==> config.mk <==
export PLATFORM = sky130hd
export DESIGN_NAME = scroll_controller_flat
export DESIGN_NICKNAME = d
export VERILOG_FILES = /design/src/rtl/scroll_controller_if.sv /design/src/rtl/scroll_controller.sv /design/src/flat_wrapper.sv
export SDC_FILE = /design/constraint.sdc
export NUM_CORES = 1
export LEC_CHECK = 0
export CORE_UTILIZATION = 55
export CTS_BUF_LIST = sky130_fd_sc_hd__clkbuf_16
export DETAILED_ROUTE_END_ITERATION = 8
export PLACE_DENSITY = 0.76
export SETUP_SLACK_MARGIN = 0.05
export SYNTH_ARGS = -nofsm -noshare
export SYNTH_HDL_FRONTEND = slang
export SYNTH_SLANG_ARGS = --single-unit
export TNS_END_PERCENT = 1
==> constraint.sdc <==
create_clock -name vclock -period 6.8 [get_ports vclock]
set_input_delay 1.36 -clock vclock [delete_from_list [all_inputs] [get_ports vclock]]
set_output_delay 1.36 -clock vclock [all_outputs]
set_load 0.01 [all_outputs]
==> src/rtl/scroll_controller_if.sv <==
// Per-frame input/output bundle of the scroll stage: vsync, hand tracking in, world offsets out.
interface scroll_controller_if;
    logic               vsync;
    logic        [10:0] userhand1x;
    logic        [9:0]  userhand1y;
    logic        [10:0] userhand2x;
    logic        [9:0]  userhand2y;
    logic               usergrab1;
    logic               usergrab2;
    logic signed [12:0] screeny;
    logic signed [11:0] screenx;
    logic        [1:0]  grabbing;
    logic               falling;
    logic               frame_tick;

    modport master (
        output vsync, userhand1x, userhand1y, userhand2x, userhand2y, usergrab1, usergrab2,
        input  screeny, screenx, grabbing, falling, frame_tick
    );

    modport slave (
        input  vsync, userhand1x, userhand1y, userhand2x, userhand2y, usergrab1, usergrab2,
        output screeny, screenx, grabbing, falling, frame_tick
    );
endinterface

==> src/rtl/scroll_controller.sv <==
// Once-per-frame camera stage: a grabbing hand drags the world, otherwise the climber
// falls with capped constant acceleration. All state moves only on the vsync falling edge.
module scroll_controller #(
    parameter int START_Y  = 0,
    parameter int MIN_Y    = -2400,
    parameter int MAX_Y    = 0,
    parameter int MIN_X    = -320,
    parameter int MAX_X    = 320,
    parameter int MAX_FALL = 8
) (
    input  logic               vclock,
    input  logic               reset,
    scroll_controller_if.slave bus
);
    localparam int unsigned AW  = 15;
    localparam int unsigned YW  = 13;
    localparam int unsigned XW  = 12;
    localparam int unsigned HXW = 11;
    localparam int unsigned HYW = 10;

    typedef logic signed [AW-1:0] wide_t;
    typedef enum logic [1:0] {FREE = 2'd0, HOLD1 = 2'd1, HOLD2 = 2'd2} state_t;

    localparam wide_t MIN_Y_W    = wide_t'(MIN_Y);
    localparam wide_t MAX_Y_W    = wide_t'(MAX_Y);
    localparam wide_t MIN_X_W    = wide_t'(MIN_X);
    localparam wide_t MAX_X_W    = wide_t'(MAX_X);
    localparam wide_t MAX_FALL_W = wide_t'(MAX_FALL);
    localparam wide_t ONE_W      = wide_t'(1);
    localparam wide_t ZERO_W     = wide_t'(0);

    function automatic wide_t clamp(input wide_t v, input wide_t lo, input wide_t hi);
        wide_t r;
        r = v;
        if (v < lo) r = lo;
        else if (v > hi) r = hi;
        return r;
    endfunction

    function automatic wide_t zext_x(input logic [HXW-1:0] h);
        return wide_t'({{(AW-HXW){1'b0}}, h});
    endfunction

    function automatic wide_t zext_y(input logic [HYW-1:0] h);
        return wide_t'({{(AW-HYW){1'b0}}, h});
    endfunction

    state_t                 state_q, state_n;
    wide_t                  vel_q, vel_n;
    logic signed [YW-1:0]   screeny_q, screeny_n;
    logic signed [XW-1:0]   screenx_q, screenx_n;
    logic        [1:0]      grabbing_q, grabbing_n;
    logic                   falling_q, falling_n;
    logic                   frame_tick_q, frame_tick_n;
    logic                   vsync_d_q;
    logic        [HXW-1:0]  anchor_hx_q, anchor_hx_n;
    logic        [HYW-1:0]  anchor_hy_q, anchor_hy_n;
    logic signed [XW-1:0]   anchor_sx_q, anchor_sx_n;
    logic signed [YW-1:0]   anchor_sy_q, anchor_sy_n;

    logic                   tick_c;
    logic        [HXW-1:0]  sel_hx;
    logic        [HYW-1:0]  sel_hy;
    wide_t                  drag_y, drag_x, vel_inc, vel_cap, fall_y;

    // Datapath: all arithmetic at 15 bits so nothing wraps before the clamp.
    always_comb begin
        tick_c  = vsync_d_q & ~bus.vsync;
        sel_hx  = (state_q == HOLD2) ? bus.userhand2x : bus.userhand1x;
        sel_hy  = (state_q == HOLD2) ? bus.userhand2y : bus.userhand1y;
        drag_y  = clamp(wide_t'(anchor_sy_q) - (zext_y(sel_hy) - zext_y(anchor_hy_q)),
                        MIN_Y_W, MAX_Y_W);
        drag_x  = clamp(wide_t'(anchor_sx_q) - (zext_x(sel_hx) - zext_x(anchor_hx_q)),
                        MIN_X_W, MAX_X_W);
        vel_inc = vel_q + ONE_W;
        vel_cap = (vel_inc > MAX_FALL_W) ? MAX_FALL_W : vel_inc;
        fall_y  = clamp(wide_t'(screeny_q) + vel_cap, MIN_Y_W, MAX_Y_W);
    end

    // Next-state and next-output logic; everything holds unless this is a tick cycle.
    always_comb begin
        state_n      = state_q;
        vel_n        = vel_q;
        screeny_n    = screeny_q;
        screenx_n    = screenx_q;
        grabbing_n   = grabbing_q;
        falling_n    = falling_q;
        frame_tick_n = tick_c;
        anchor_hx_n  = anchor_hx_q;
        anchor_hy_n  = anchor_hy_q;
        anchor_sx_n  = anchor_sx_q;
        anchor_sy_n  = anchor_sy_q;

        if (tick_c) begin
            case (state_q)
                FREE: begin
                    if (bus.usergrab1) begin
                        state_n = HOLD1;
                    end else if (bus.usergrab2) begin
                        state_n = HOLD2;
                    end else begin
                        screeny_n = YW'(fall_y);
                        vel_n     = (fall_y == MAX_Y_W) ? ZERO_W : vel_cap;
                    end
                end
                HOLD1: begin
                    if (bus.usergrab1) begin
                        screeny_n = YW'(drag_y);
                        screenx_n = XW'(drag_x);
                    end else if (bus.usergrab2) begin
                        state_n = HOLD2;
                    end else begin
                        state_n = FREE;
                    end
                end
                HOLD2: begin
                    if (bus.usergrab2) begin
                        screeny_n = YW'(drag_y);
                        screenx_n = XW'(drag_x);
                    end else if (bus.usergrab1) begin
                        state_n = HOLD1;
                    end else begin
                        state_n = FREE;
                    end
                end
                default: state_n = FREE;
            endcase

            // Any entry into a hold (including hand-to-hand) re-anchors at the current offsets.
            if (state_n != state_q && state_n != FREE) begin
                anchor_hx_n = (state_n == HOLD2) ? bus.userhand2x : bus.userhand1x;
                anchor_hy_n = (state_n == HOLD2) ? bus.userhand2y : bus.userhand1y;
                anchor_sx_n = screenx_q;
                anchor_sy_n = screeny_q;
                vel_n       = ZERO_W;
            end

            grabbing_n = {state_n == HOLD2, state_n == HOLD1};
            falling_n  = (state_n == FREE) && (wide_t'(screeny_n) < MAX_Y_W);
        end
    end

    always_ff @(posedge vclock) begin
        if (reset) begin
            state_q      <= FREE;
            vel_q        <= ZERO_W;
            screeny_q    <= YW'(START_Y);
            screenx_q    <= '0;
            grabbing_q   <= 2'b00;
            falling_q    <= (START_Y < MAX_Y);
            frame_tick_q <= 1'b0;
            vsync_d_q    <= 1'b1;
            anchor_hx_q  <= '0;
            anchor_hy_q  <= '0;
            anchor_sx_q  <= '0;
            anchor_sy_q  <= '0;
        end else begin
            state_q      <= state_n;
            vel_q        <= vel_n;
            screeny_q    <= screeny_n;
            screenx_q    <= screenx_n;
            grabbing_q   <= grabbing_n;
            falling_q    <= falling_n;
            frame_tick_q <= frame_tick_n;
            vsync_d_q    <= bus.vsync;
            anchor_hx_q  <= anchor_hx_n;
            anchor_hy_q  <= anchor_hy_n;
            anchor_sx_q  <= anchor_sx_n;
            anchor_sy_q  <= anchor_sy_n;
        end
    end

    assign bus.screeny    = screeny_q;
    assign bus.screenx    = screenx_q;
    assign bus.grabbing   = grabbing_q;
    assign bus.falling    = falling_q;
    assign bus.frame_tick = frame_tick_q;
endmodule

==> src/flat_wrapper.sv <==
// flat-port wrapper written by rule: the top's interface ports become plain ports
module scroll_controller_flat 
#(
    parameter int START_Y  = 0,
    parameter int MIN_Y    = -2400,
    parameter int MAX_Y    = 0,
    parameter int MIN_X    = -320,
    parameter int MAX_X    = 320,
    parameter int MAX_FALL = 8
)
  (vclock, reset, bus_vsync, bus_userhand1x, bus_userhand1y, bus_userhand2x, bus_userhand2y, bus_usergrab1, bus_usergrab2, bus_screeny, bus_screenx, bus_grabbing, bus_falling, bus_frame_tick);
  scroll_controller_if bus_i ();
  input  logic vclock;
  input  logic reset;
  input wire logic [$bits(bus_i.vsync)-1:0] bus_vsync;
  input wire logic [$bits(bus_i.userhand1x)-1:0] bus_userhand1x;
  input wire logic [$bits(bus_i.userhand1y)-1:0] bus_userhand1y;
  input wire logic [$bits(bus_i.userhand2x)-1:0] bus_userhand2x;
  input wire logic [$bits(bus_i.userhand2y)-1:0] bus_userhand2y;
  input wire logic [$bits(bus_i.usergrab1)-1:0] bus_usergrab1;
  input wire logic [$bits(bus_i.usergrab2)-1:0] bus_usergrab2;
  output wire logic [$bits(bus_i.screeny)-1:0] bus_screeny;
  output wire logic [$bits(bus_i.screenx)-1:0] bus_screenx;
  output wire logic [$bits(bus_i.grabbing)-1:0] bus_grabbing;
  output wire logic [$bits(bus_i.falling)-1:0] bus_falling;
  output wire logic [$bits(bus_i.frame_tick)-1:0] bus_frame_tick;
  assign bus_i.vsync = bus_vsync;
  assign bus_i.userhand1x = bus_userhand1x;
  assign bus_i.userhand1y = bus_userhand1y;
  assign bus_i.userhand2x = bus_userhand2x;
  assign bus_i.userhand2y = bus_userhand2y;
  assign bus_i.usergrab1 = bus_usergrab1;
  assign bus_i.usergrab2 = bus_usergrab2;
  assign bus_screeny = bus_i.screeny;
  assign bus_screenx = bus_i.screenx;
  assign bus_grabbing = bus_i.grabbing;
  assign bus_falling = bus_i.falling;
  assign bus_frame_tick = bus_i.frame_tick;
  scroll_controller #(.START_Y(START_Y), .MIN_Y(MIN_Y), .MAX_Y(MAX_Y), .MIN_X(MIN_X), .MAX_X(MAX_X), .MAX_FALL(MAX_FALL)) u_core (.vclock(vclock), .reset(reset), .bus(bus_i));
endmodule
Word level (Yosys, flattened, before mapping)
Index checks and enable logic that the tools add are counted.
- add/subtract/negate cells: 6
- magnitude comparators: 8
- eq/ne operators: 9
- muxes and demuxes: 33
- bitwise operators: 2
- reduce and logical (&&, ||, !) cells: 11
- operators by type and width (operator ; number):
    $mux 15 ; 8
    $mux 13 ; 7
    $mux 12 ; 4
    $pmux 13 s3 ; 1
    $gt 15x1->1 const B ; 2
    $lt 15x13->1 const B ; 2
    $pmux 12 s2 ; 1
    $mux 11 ; 2
    $mux 10 ; 2
    $add 13x15->15 ; 1
    $add 15x2->15 const B ; 1
    $gt 15x10->1 const B ; 1
    $gt 15x5->1 const B ; 1
    $logic_not 15->1 ; 1
    $lt 15x10->1 const B ; 1
    $sub 13x11->14 ; 1
    $lt 13x1->1 const B ; 1
    $sub 12x12->13 ; 1
    $mux 2 ; 6
    $sub 11x11->12 ; 1
    $sub 10x10->11 ; 1
    $reduce_and 4->1 ; 2
    $pmux 2 s3 ; 1
    $reduce_bool 2->1 ; 3
    other kinds (11) ; 17
- bits in registers: 93
- input port bits: 47
- output and inout bits: 29
- logic and storage cells: 81

Depth between registers and ports, before layout
Gate-level depths: netlist of the first run.
- depth after elaboration: 13
- gate-level depth with buffers: 27
- depth with buffers taken out: 25

Worst setup path before layout of the first run
OpenSTA, ideal clock, no wires.
- path type: input to register
- from: input port bus_userhand2x[1]
- to: register u_core.screenx_q[6] (netlist: u_core.bus.screenx[6])
- setup time: 0.151 ns
- arrival time: 5.150 ns
- required time: 6.649 ns
- path slack: 1.499 ns
- stages on the path: 20
- buffers on the path: 0
- cell sequence: mux2_2 -> ha_1 -> nor2b_1 -> o21ai_0 -> a21boi_0 -> o21ai_0 -> a21oi_1 -> o21ai_0 -> a21boi_0 -> o21ai_0 -> nand2b_1 -> xnor2_1 -> ha_1 -> and2_1 -> a221oi_1 -> xnor2_1 -> or2_1 -> or3b_1 -> mux2i_2 -> a311oi_1
- cells in the longest elaborated chain, start to end: 8
- elaborated cells between the ends (all ways): 10
- classes of those cells: add/sub (2); order compare (2); mux (6)
- RTL lines (item ; line ; RTL):
    from (decl) ; flat_wrapper.sv:18 ; input wire logic [$bits(bus_i.userhand2x)-1:0] bus_userhand2x;
    $mux 11 * ; scroll_controller.sv:69 ; sel_hx = (state_q == HOLD2) ? bus.userhand2x : bus.userhand1x;
    $sub 11x11->12 * ; scroll_controller.sv:73 ; drag_x = clamp(wide_t'(anchor_sx_q) - (zext_x(sel_hx) - zext_x(anchor_hx_q)),
    $sub 12x12->13 * ; scroll_controller.sv:73 ;
    $gt 15x10->1 ; scroll_controller.sv:36 ; else if (v > hi) r = hi;
    $mux 12 ; scroll_controller.sv:36 ;
    $mux 12 * ; scroll_controller.sv:35 ; if (v < lo) r = lo;
    $mux 12 (on tied branches) ; scroll_controller.sv:117, scroll_controller.sv:107 ;
    $pmux 12 s2 * ; scroll_controller.sv:95 ; case (state_q)
    to (signal assigned) ; scroll_controller.sv:161 ; screenx_q <= screenx_n;
    to (decl) ; scroll_controller.sv:51 ; logic signed [XW-1:0] screenx_q, screenx_n;
Mark *: on every way between the ends. The rest lies on a longest branch, timed or not. The select of a mux whose other input is x is not followed.
A chain may end at the register's enable or synchronous reset.

Final worst setup path of the first run
Ends and elaborated chain as after synthesis.

==> impl_metrics.env, run 1 <==
export IMPL_status="completed"
export IMPL_cts_root_buf="clkbuf_16"
export IMPL_use_met2_pct=43.2
export IMPL_synth_xor_area_share_pct=4.40
export IMPL_fin_crit_sh_pct=88.4
export IMPL_port_buffer_count=75
export IMPL_reg2reg_depth=22
export IMPL_dp_hpwl_mm=14.9
export IMPL_synth_cells=995
export IMPL_place_inst=1208
export IMPL_cts_tree="done"
export IMPL_rsz0062_at_grt="false"
export IMPL_io_pins=76
export IMPL_fin_setup_tns_ps=0
export IMPL_setup_viol=0
export IMPL_rows=42
export IMPL_synth_area_mux_share_pct=6.39
export IMPL_synth_top_cell_by_area="dfxtp_1"
export IMPL_drc=0
export IMPL_avgSynthCellArea_sq_um=7.69
export IMPL_finalClockSkew_ps=7.47
export IMPL_async_flop_share_pct=0
export IMPL_antenna_left=0
export IMPL_synth_cell_types=87
export IMPL_synth_top_cell_area_share_pct=24.3
export IMPL_syn_to_final_growth_pct=14.6
export IMPL_reg2reg_slack_ps=910
export IMPL_drtIter0Drc=510
export IMPL_grt_usage_pct=28.0
export IMPL_grt_start_max_net_pins=68
export IMPL_worst_hold_path_endpoint="u_core.anchor_sx_q[4]"
export IMPL_grtUsageMet1_pct=38.8
export IMPL_start_util_pct=57.1
export IMPL_path_clk_slew_ps=60
export IMPL_via_per_inst=6.00
export IMPL_worstMarginPinSlew_ps=1130
export IMPL_diodes=0
export IMPL_grt_busiest_layer="met2"
export IMPL_wl_per_cell_microns=16.1
export IMPL_crit_chain="clkdlybuf4s50_1, mux2_2, ha_1, nor2b_1, o21ai_0, a21boi_0, o21ai_0, a21oi_1, o21ai_0, a21boi_0, o21ai_0, nand2b_1, xnor2_1, ha_1, and2_1, a221oi_1, xnor2_1, or2_1, or3b_1, mux2i_2, a311oi_1"
export IMPL_slowest_stage="clkdlybuf4s50_1"
export IMPL_fp_dieW_microns=120
export IMPL_fill_cells=1171
export IMPL_vias=7339
export IMPL_clkSinkCount=93
export IMPL_synth_compound_area_share_pct=25.1
export IMPL_seq_area_sq_um=1860
export IMPL_synth_seq_cells=93
export IMPL_drt_pass1_iterations=5
export IMPL_yosysWarnings=0
export IMPL_insertion_delay_ps=350
export IMPL_grt_pass1_wl_mm=32.4
export IMPL_wl_mm=19.7
export IMPL_start_kind="primary input"
export IMPL_endpoint_kind="flip-flop"
export IMPL_power_density_nw_per_um2=182
export IMPL_synth_area_sq_um=7660
export IMPL_synth_edff_count=0
export IMPL_die_y_microns=120
export IMPL_cts_hold_buf=0
export IMPL_ir_worst_vdd_uv=125
export IMPL_drive_gt1_share_pct=6.11
export IMPL_slew_violations=0
export IMPL_synthAdderAreaFrac_pct=11.6
export IMPL_cp_common_cell="o21ai_0"
export IMPL_hold_depth=2
export IMPL_p_leak_nw=3.51
export IMPL_grt_antenna_before_repair=0
export IMPL_fmax_mhz=166
export IMPL_finalHoldViolCount=0
export IMPL_syn_nets=1108
export IMPL_synth_simple_area_share_pct=22.9
export IMPL_cts_buffers=9
export IMPL_synth_most_common_cell="nand2_1"
export IMPL_maxCapViolCount=0
export IMPL_gp_congestion=0.898
export IMPL_cp_max_fo=7
export IMPL_yosysSeqAreaShare_pct=24.3
export IMPL_timing_rr_end="u_core.bus.screenx[6]"
export IMPL_slew_headroom_pct=24.1
export IMPL_critical_path_max_stage_delay_ps=420
export IMPL_r2r_start="u_core.state_q[1]"
export IMPL_die_area_sq_um=14400
export IMPL_cp_arrival_ps=6200
export IMPL_criticalPathCategory="in -> reg"
export IMPL_cp_data_required_time_ps=6990
export IMPL_hp_start="u_core.anchor_sx_q[4]"
export IMPL_grt_pass1_vias=6696
export IMPL_synth_flop_cell="dfxtp_1"
export IMPL_grt_util_met3_pct=4.61
export IMPL_ctsResizeCount=0
export IMPL_core_area_sq_um=13400
export IMPL_postCtsSetupRepairBufs=0
export IMPL_fin_nets=1156
export IMPL_cts_max_path_buffers=2
export IMPL_cts_htree_levels=3
export IMPL_multi_input_area_sq_um=5390
export IMPL_synth_top_family_by_area="compound AO/OA/AOI/OAI gates"
export IMPL_grt_overflow_total=0
export IMPL_hp_class="reg -> reg"
export IMPL_synth_common_cells="nand2_1 (107), nor2_1 (99), dfxtp_1 (93)"
export IMPL_final_cells=1223
export IMPL_synthTopCellsByArea="dfxtp_1 (24%), ha_1 (10%), nand2_1 (5.2%)"
export IMPL_post_route_min_period_ps=6010
## kinds of logic after synthesis
family,count (synthesis)
simple gates,358
flops,93
fa+ha+maj,68
buf+inv,107
xor+xnor,36
mux,46
compound gates,287
## through the flow
step                      power, mW  instance area (sq um)  utilization, %  setup WS (ps)  hold WS, ps
after global placement         1.09                   8500            63.4            731          446
after CTS                      1.60                   8780            65.5            866          459
after floorplan               0.967                   7660               -           1500          436
after detailed placement       1.10                   8500            63.4            577          451
after global routing           1.69                   8780            65.5            300          482
final                          1.60                   8780            65.5            787          464
## worst max-delay path: cells and delay by family
family          cells  cell delay (ps)
buf+inv             1              420
fa+ha+maj           2              610
mux                 2              650
xor+xnor            2              260
simple gates        5             1050
compound gates      9             1830
## sequential cells by signal, summed over array words and instances (netlist names)
register,cells
u_core.bus.frame_tick,1
u_core.bus.falling,1
u_core.state_q,2
u_core.vel_q,15
u_core.anchor_hx_q,11
u_core.vsync_d_q,1
u_core.bus.screeny,13
u_core.anchor_hy_q,10
u_core.bus.grabbing,2
u_core.bus.screenx,12
u_core.anchor_sx_q,12
u_core.anchor_sy_q,13
## layout by cell type (no fill, tap or decap), types with 19 or more instances in the layout
cell             count
inv_1               62
o21ai_0             28
o21ai_1             19
nand2_1            107
nand3_1             26
a21oi_1             72
nand2b_1            20
mux2i_1             25
mux2_2              20
dfxtp_1             93
a211oi_1            34
nor2_1              98
ha_1                61
clkdlybuf4s50_1     74
nor3_1              25
## final cells by class
| cell class | instances | area share, % |
|---|---|---|
| clock inverters | 6 | 0.641 |
| repair buffers | 81 | 9.01 |
| multi-input cells | 795 | 61.4 |
| flip-flops and latches | 93 | 21.2 |
| inverters | 63 | 2.69 |
| clock buffers | 9 | 2.57 |
| well taps | 176 | 2.51 |
## worst max-delay path by stage
| stage | start | to | slack [ps] | cells after the start |
|---|---|---|---|---|
| after floorplan | bus_userhand2x[1] | u_core.bus.screenx[6] | 1500 | 20 |
| after global placement | bus_userhand2y[2] | u_core.bus.screeny[8] | 730 | 23 |
| after detailed placement | bus_userhand2x[1] | u_core.bus.screenx[6] | 580 | 21 |
| after CTS | bus_userhand2x[1] | u_core.bus.screenx[6] | 870 | 21 |
| after global routing | u_core.state_q[1] | u_core.bus.screenx[6] | 300 | 22 |
| final | bus_userhand2x[1] | u_core.bus.screenx[6] | 790 | 21 |
## per-layer routing
| metal | wire length, microns | part of all wire [%] |
|---|---|---|
| met3 | 1240 | 6.3 |
| met5 | 0 | 0 |
| met1 | 9460 | 48 |
| met4 | 445 | 2.3 |
| met2 | 8520 | 43 |
## power by group
part / switching, mW / internal (mW)
clock network: 0.222 / 0.279
registers: 0.0170 / 0.563
logic: 0.291 / 0.224
Note: power is estimated with default switching activity, not from simulation.
==> inputs of run 2 (changes only) <==
- CORE_UTILIZATION: 55 -> 45
- PLACE_DENSITY: 0.76 -> 0.64
==> run 2 against run 1 <==
Against the previous run: cell area grew 1.1%; sequential share of layout area shrank 0.23 points; hold slack lost 6.8 ps; clock-buffer cell count is the same; sequential power is essentially flat; highest routed layer unchanged; fmax grew 2.5%; utilization shrank 12 points; critical endpoint unchanged; non-clock buffer count grew 1.
==> impl_metrics.env, run 2 (synthesized netlist as in run 1, its figures left out) <==
export IMPL_status="completed"
export IMPL_cts_max_path_buffers=2
export IMPL_cts_htree_levels=3
export IMPL_maxCapViolCount=0
export IMPL_post_route_min_period_ps=5860
export IMPL_grt_antenna_before_repair=0
export IMPL_port_buffer_count=75
export IMPL_grt_pass1_vias=6654
export IMPL_slew_violations=0
export IMPL_finalHoldViolCount=0
export IMPL_finalClockSkew_ps=6.74
export IMPL_slew_headroom_pct=21.2
export IMPL_drt_pass1_iterations=5
export IMPL_critical_path_max_stage_delay_ps=420
export IMPL_criticalPathCategory="in -> reg"
export IMPL_ir_worst_vdd_uv=143
export IMPL_io_pins=76
export IMPL_grt_start_max_net_pins=68
export IMPL_diodes=0
export IMPL_cp_max_fo=7
export IMPL_dp_hpwl_mm=15.2
export IMPL_die_area_sq_um=17500
export IMPL_fmax_mhz=171
export IMPL_fin_ws_ps=936
export IMPL_seq_area_sq_um=1860
export IMPL_cp_common_cell="o21ai_0"
export IMPL_endpoint_kind="flip-flop"
export IMPL_largest_reg_flops=15
export IMPL_crit_chain="clkdlybuf4s50_1, mux2_2, ha_1, nor2b_1, o21ai_0, a21boi_0, o21ai_0, a21oi_1, o21ai_0, a21boi_0, o21ai_0, nand2b_1, xnor2_1, ha_1, and2_1, a221oi_1, xnor2_1, or2_1, or3b_1, mux2i_2, a311oi_1"
export IMPL_syn_to_final_growth_pct=15.9
export IMPL_grt_overflow_total=0
export IMPL_gp_congestion=0.859
export IMPL_path_clk_slew_ps=70
export IMPL_largest_register="u_core.vel_q"
export IMPL_cp_arrival_ps=6070
export IMPL_p_leak_nw=3.53
export IMPL_setup_viol=0
export IMPL_multi_input_area_sq_um=5390
export IMPL_insertion_delay_ps=360
export IMPL_final_cell_mix="nand2_1 (107), nor2_1 (98), dfxtp_1 (93)"
export IMPL_final_cells=1269
export IMPL_cts_hold_buf=0
export IMPL_place_area_sq_um=8560
export IMPL_fp_dieW_microns=132
export IMPL_cts_tree="done"
export IMPL_drive_gt1_share_pct=6.39
export IMPL_cts_buffers=9
export IMPL_rsz0062_at_grt="false"
export IMPL_clkSinkCount=93
export IMPL_fin_nets=1157
export IMPL_drtIter0Drc=549
export IMPL_worstMarginPinSlew_ps=1180
export IMPL_preCtsSetupSlack_ps=573
export IMPL_die_y_microns=132
export IMPL_slowest_stage="clkdlybuf4s50_1"
export IMPL_drc=0
export IMPL_antenna_left=0
export IMPL_via_per_inst=5.72
export IMPL_wl_mm=20.2
export IMPL_place_inst=1253
export IMPL_rows=47
export IMPL_design_area_sq_um=8870
export IMPL_cts_root_buf="clkbuf_16"
export IMPL_start_kind="primary input"
export IMPL_power_density_nw_per_um2=186
export IMPL_grt_pass1_wl_mm=33.1
export IMPL_fin_setup_tns_ps=0
export IMPL_fill_cells=1648
export IMPL_postCtsSetupRepairBufs=0
export IMPL_hp_class="reg -> reg"
export IMPL_wl_per_cell_microns=15.9
export IMPL_core_area_sq_um=16600
export IMPL_vias=7259
export IMPL_grt_usage_pct=23.4
export IMPL_final_common_cell="nand2_1"
export IMPL_cp_data_required_time_ps=7010
export IMPL_start_util_pct=46.2
export IMPL_total_power_mw=1.65
export IMPL_fin_crit_sh_pct=86.2
export IMPL_ctsResizeCount=0
[run 2: cell count changes in the layout (fill, tap and decap cells not counted)]
cell / change
bufinv_16: +1
clkinv_2: +1
buf_4: +1
inv_6: +1
clkinvlp_4: -1
inv_1: -1
[run 2: report_power, final]
| part | internal [mW] | switching, mW | total (mW) |
|---|---|---|---|
| registers | 0.563 | 0.0170 | 0.580 |
| clock network | 0.321 | 0.236 | 0.557 |
| logic | 0.224 | 0.287 | 0.512 |
[run 2: cell type report]
| type | count | area share (%) |
|---|---|---|
| Multi-Input combinational cell | 795 | 60.7 |
| Sequential cell | 93 | 21.0 |
| Timing Repair Buffer | 82 | 9.00 |
| Tap cell | 220 | 3.10 |
| Inverter | 63 | 2.67 |
| Clock buffer | 9 | 2.54 |
| Clock inverter | 7 | 1.00 |
[run 2: path summary, 6_finish.rpt]
| kind | start | end | slack, ps | cells after the start |
|---|---|---|---|---|
| min | u_core.anchor_sy_q[0] | u_core.anchor_sy_q[0] | 460 | 2 |
| max reg2reg | u_core.state_q[1] | u_core.bus.screeny[8] | 1070 | 25 |
| max | bus_userhand2x[1] | u_core.bus.screenx[6] | 940 | 21 |
| min reg2reg | u_core.anchor_sy_q[0] | u_core.anchor_sy_q[0] | 460 | 2 |
[run 2: stage by stage]
step           utilization, %  hold WS (ps)
2_1_floorplan               -           436
3_3_place_gp             51.6           444
3_5_place_dp             51.6           449
4_1_cts                  53.5           459
5_1_grt                  53.5           484
6_report                 53.5           457
[run 2: worst max-delay path, delay by kind of cell]
kind,cells,cell delay (ps)
compound gates,9,1740
xor+xnor,2,250
fa+ha+maj,2,600
buf+inv,1,420
mux,2,670
simple gates,5,1030
[run 2: per-layer routing]
metal / vias to the layer above / share of wire (%) / track usage [%]
met5: - / 0 / 0
met4: 0 / 1.6 / 7.22
met3: 21 / 4.3 / 2.87
met2: 143 / 45 / 36.6
met1: 3378 / 50 / 33.3
li1: 3717 / - / -
==> inputs of run 3 (changes only) <==
- ABC_CLOCK_PERIOD_IN_PS: not set -> 6300
- clock period: 6.8 -> 6.3 ns (I/O delays scaled with it)
==> run 3 against run 2 <==
Against the previous run: clock skew grew 4.3 ps; die area stayed put; cell area shrank 0.21%; largest cell class unchanged.
==> impl_metrics.env, run 3 (synthesized netlist as in run 1, its figures left out) <==
export IMPL_final_cell_mix="nand2_1 (107), nor2_1 (98), dfxtp_1 (93)"
export IMPL_swShare_pct=34.2
export IMPL_whs_ps=460
export IMPL_total_power_mw=1.70
export IMPL_start_util_pct=46.2
export IMPL_power_density_nw_per_um2=192
export IMPL_port_buffer_count=75
export IMPL_via_per_inst=5.74
export IMPL_maxCapViolCount=0
export IMPL_drc=0
export IMPL_final_common_cell="nand2_1"
export IMPL_dp_hpwl_mm=15.2
export IMPL_netSwitchingPower_mw=0.583
export IMPL_clkSinkCount=93
export IMPL_p_clk_share_pct=30.7
export IMPL_postLayoutCoreUtil_pct=53.4
export IMPL_grt_pass1_wl_mm=33.0
export IMPL_cts_root_buf="clkbuf_16"
export IMPL_slew_violations=0
export IMPL_die_y_microns=132
export IMPL_p_int_mw=1.12
export IMPL_fin_crit_sh_pct=92.5
export IMPL_postCtsSetupRepairBufs=0
export IMPL_fmax_mhz=172
export IMPL_grt_pass1_vias=6608
export IMPL_grt_overflow_total=0
export IMPL_grt_usage_pct=23.3
export IMPL_gp_congestion=0.892
export IMPL_multi_input_area_sq_um=5390
export IMPL_path_clk_slew_ps=70
export IMPL_drtIter0Drc=607
export IMPL_slew_headroom_pct=21.6
export IMPL_cts_tree="done"
export IMPL_p_leak_nw=3.52
export IMPL_core_area_sq_um=16600
export IMPL_die_area_sq_um=17500
export IMPL_status="completed"
export IMPL_seq_area_sq_um=1860
export IMPL_grt_start_max_net_pins=68
export IMPL_cp_max_fo=6
export IMPL_ir_worst_vdd_uv=144
export IMPL_fin_nets=1159
export IMPL_cp_data_required_time_ps=6600
export IMPL_cts_buffers=9
export IMPL_seq_power_share_pct=36.7
export IMPL_drive_gt1_share_pct=6.85
export IMPL_post_route_min_period_ps=5830
export IMPL_finalClockSkew_ps=11.1
export IMPL_cts_max_path_buffers=2
export IMPL_hp_class="reg -> reg"
export IMPL_fin_ws_ps=474
export IMPL_antenna_left=0
export IMPL_io_pins=76
export IMPL_criticalPathCategory="in -> reg"
export IMPL_fill_cells=1641
export IMPL_start_kind="primary input"
export IMPL_largest_reg_flops=15
export IMPL_vias=7293
export IMPL_diodes=0
export IMPL_p_comb_share_pct=32.6
export IMPL_fp_dieW_microns=132
export IMPL_largest_register="u_core.vel_q"
export IMPL_cp_arrival_ps=6120
export IMPL_wl_per_cell_microns=15.8
export IMPL_insertion_delay_ps=360
export IMPL_syn_to_final_growth_pct=15.6
export IMPL_cts_htree_levels=3
export IMPL_grt_antenna_before_repair=0
export IMPL_worstMarginPinSlew_ps=1170
export IMPL_drt_pass1_iterations=5
export IMPL_wl_mm=20.1
export IMPL_setup_viol=0
export IMPL_finalHoldViolCount=0
export IMPL_preCtsSetupSlack_ps=204
export IMPL_endpoint_kind="flip-flop"
export IMPL_cts_hold_buf=0
export IMPL_rows=47
## run 3: cell types whose count changed in the layout (fill, tap and decap cells not counted), moves of 2 or more
| cell | previous run | this run |
|---|---|---|
| buf_4 | 7 | 9 |
| bufinv_16 | 2 | 0 |
| clkinv_1 | 4 | 2 |
| clkinvlp_4 | 1 | 3 |
## run 3: path summary, 6_finish.rpt
kind / startpoint / to / slack, ps / cells after the start
worst max-delay path: bus_userhand2y[2] / u_core.bus.screeny[7] / 470 / 22
worst min-delay path: u_core.anchor_sy_q[0] / u_core.anchor_sy_q[0] / 460 / 2
worst max register to register: u_core.state_q[1] / u_core.bus.screeny[7] / 560 / 23
worst min register to register: u_core.anchor_sy_q[0] / u_core.anchor_sy_q[0] / 460 / 2
## run 3: worst max-delay path: stages
cell	delay (ps)
clkdlybuf4s50_1	410
mux2_2	270
ha_1	310
nor2b_1	140
o21ai_0	210
a21oi_1	110
o21ai_0	230
a21oi_1	120
o21ai_0	170
nand2b_1	110
a21o_1	190
a21o_1	210
ha_1	350
nand2_1	90
o21ai_1	120
or3_1	340
o22ai_1	160
xnor2_1	140
nor4_1	470
nor2b_1	120
o311ai_0	400
a22o_1	210
## run 3: timing repair
action	CTS	global route
resized for setup	0	1
hold endpoints to repair	0	0
setup endpoints to repair	0	5
## run 3: power groups by stage
| stage | clock (mW) | sequential [mW] | combinational [mW] |
|---|---|---|---|
| 3_5_place_dp | 0 | 0.639 | 0.552 |
| 3_3_place_gp | 0 | 0.639 | 0.550 |
| 6_report | 0.523 | 0.626 | 0.555 |
| 4_1_cts | 0.538 | 0.626 | 0.555 |
| 2_1_floorplan | 0 | 0.635 | 0.409 |
| 5_1_grt | 0.564 | 0.629 | 0.622 |
## run 3: cell type report
type	count	share of cell area [%]
Multi-Input combinational cell	795	60.9
Sequential cell	93	21.0
Timing Repair Buffer	84	9.19
Tap cell	220	3.11
Inverter	63	2.67
Clock buffer	9	2.54
Clock inverter	7	0.565
## run 3: per-layer routing
metal	share of wire (%)	wire length [microns]	GRT usage (%)
met1	49	9810	33.2
met4	1.3	261	5.62
met2	45	9000	36.4
met5	0	0	0
met3	5.0	1010	4.14
## run 3: metrics by stage
| step | setup TNS (ps) | instance area [sq um] | cells |
|---|---|---|---|
| 2_1_floorplan | 0 | 7660 | 995 |
| 3_3_place_gp | 0 | 8570 | 1255 |
| 3_5_place_dp | 0 | 8570 | 1255 |
| 4_1_cts | 0 | 8850 | 1271 |
| 5_1_grt | -170 | 8850 | 1271 |
| 6_report | 0 | 8850 | 1271 |
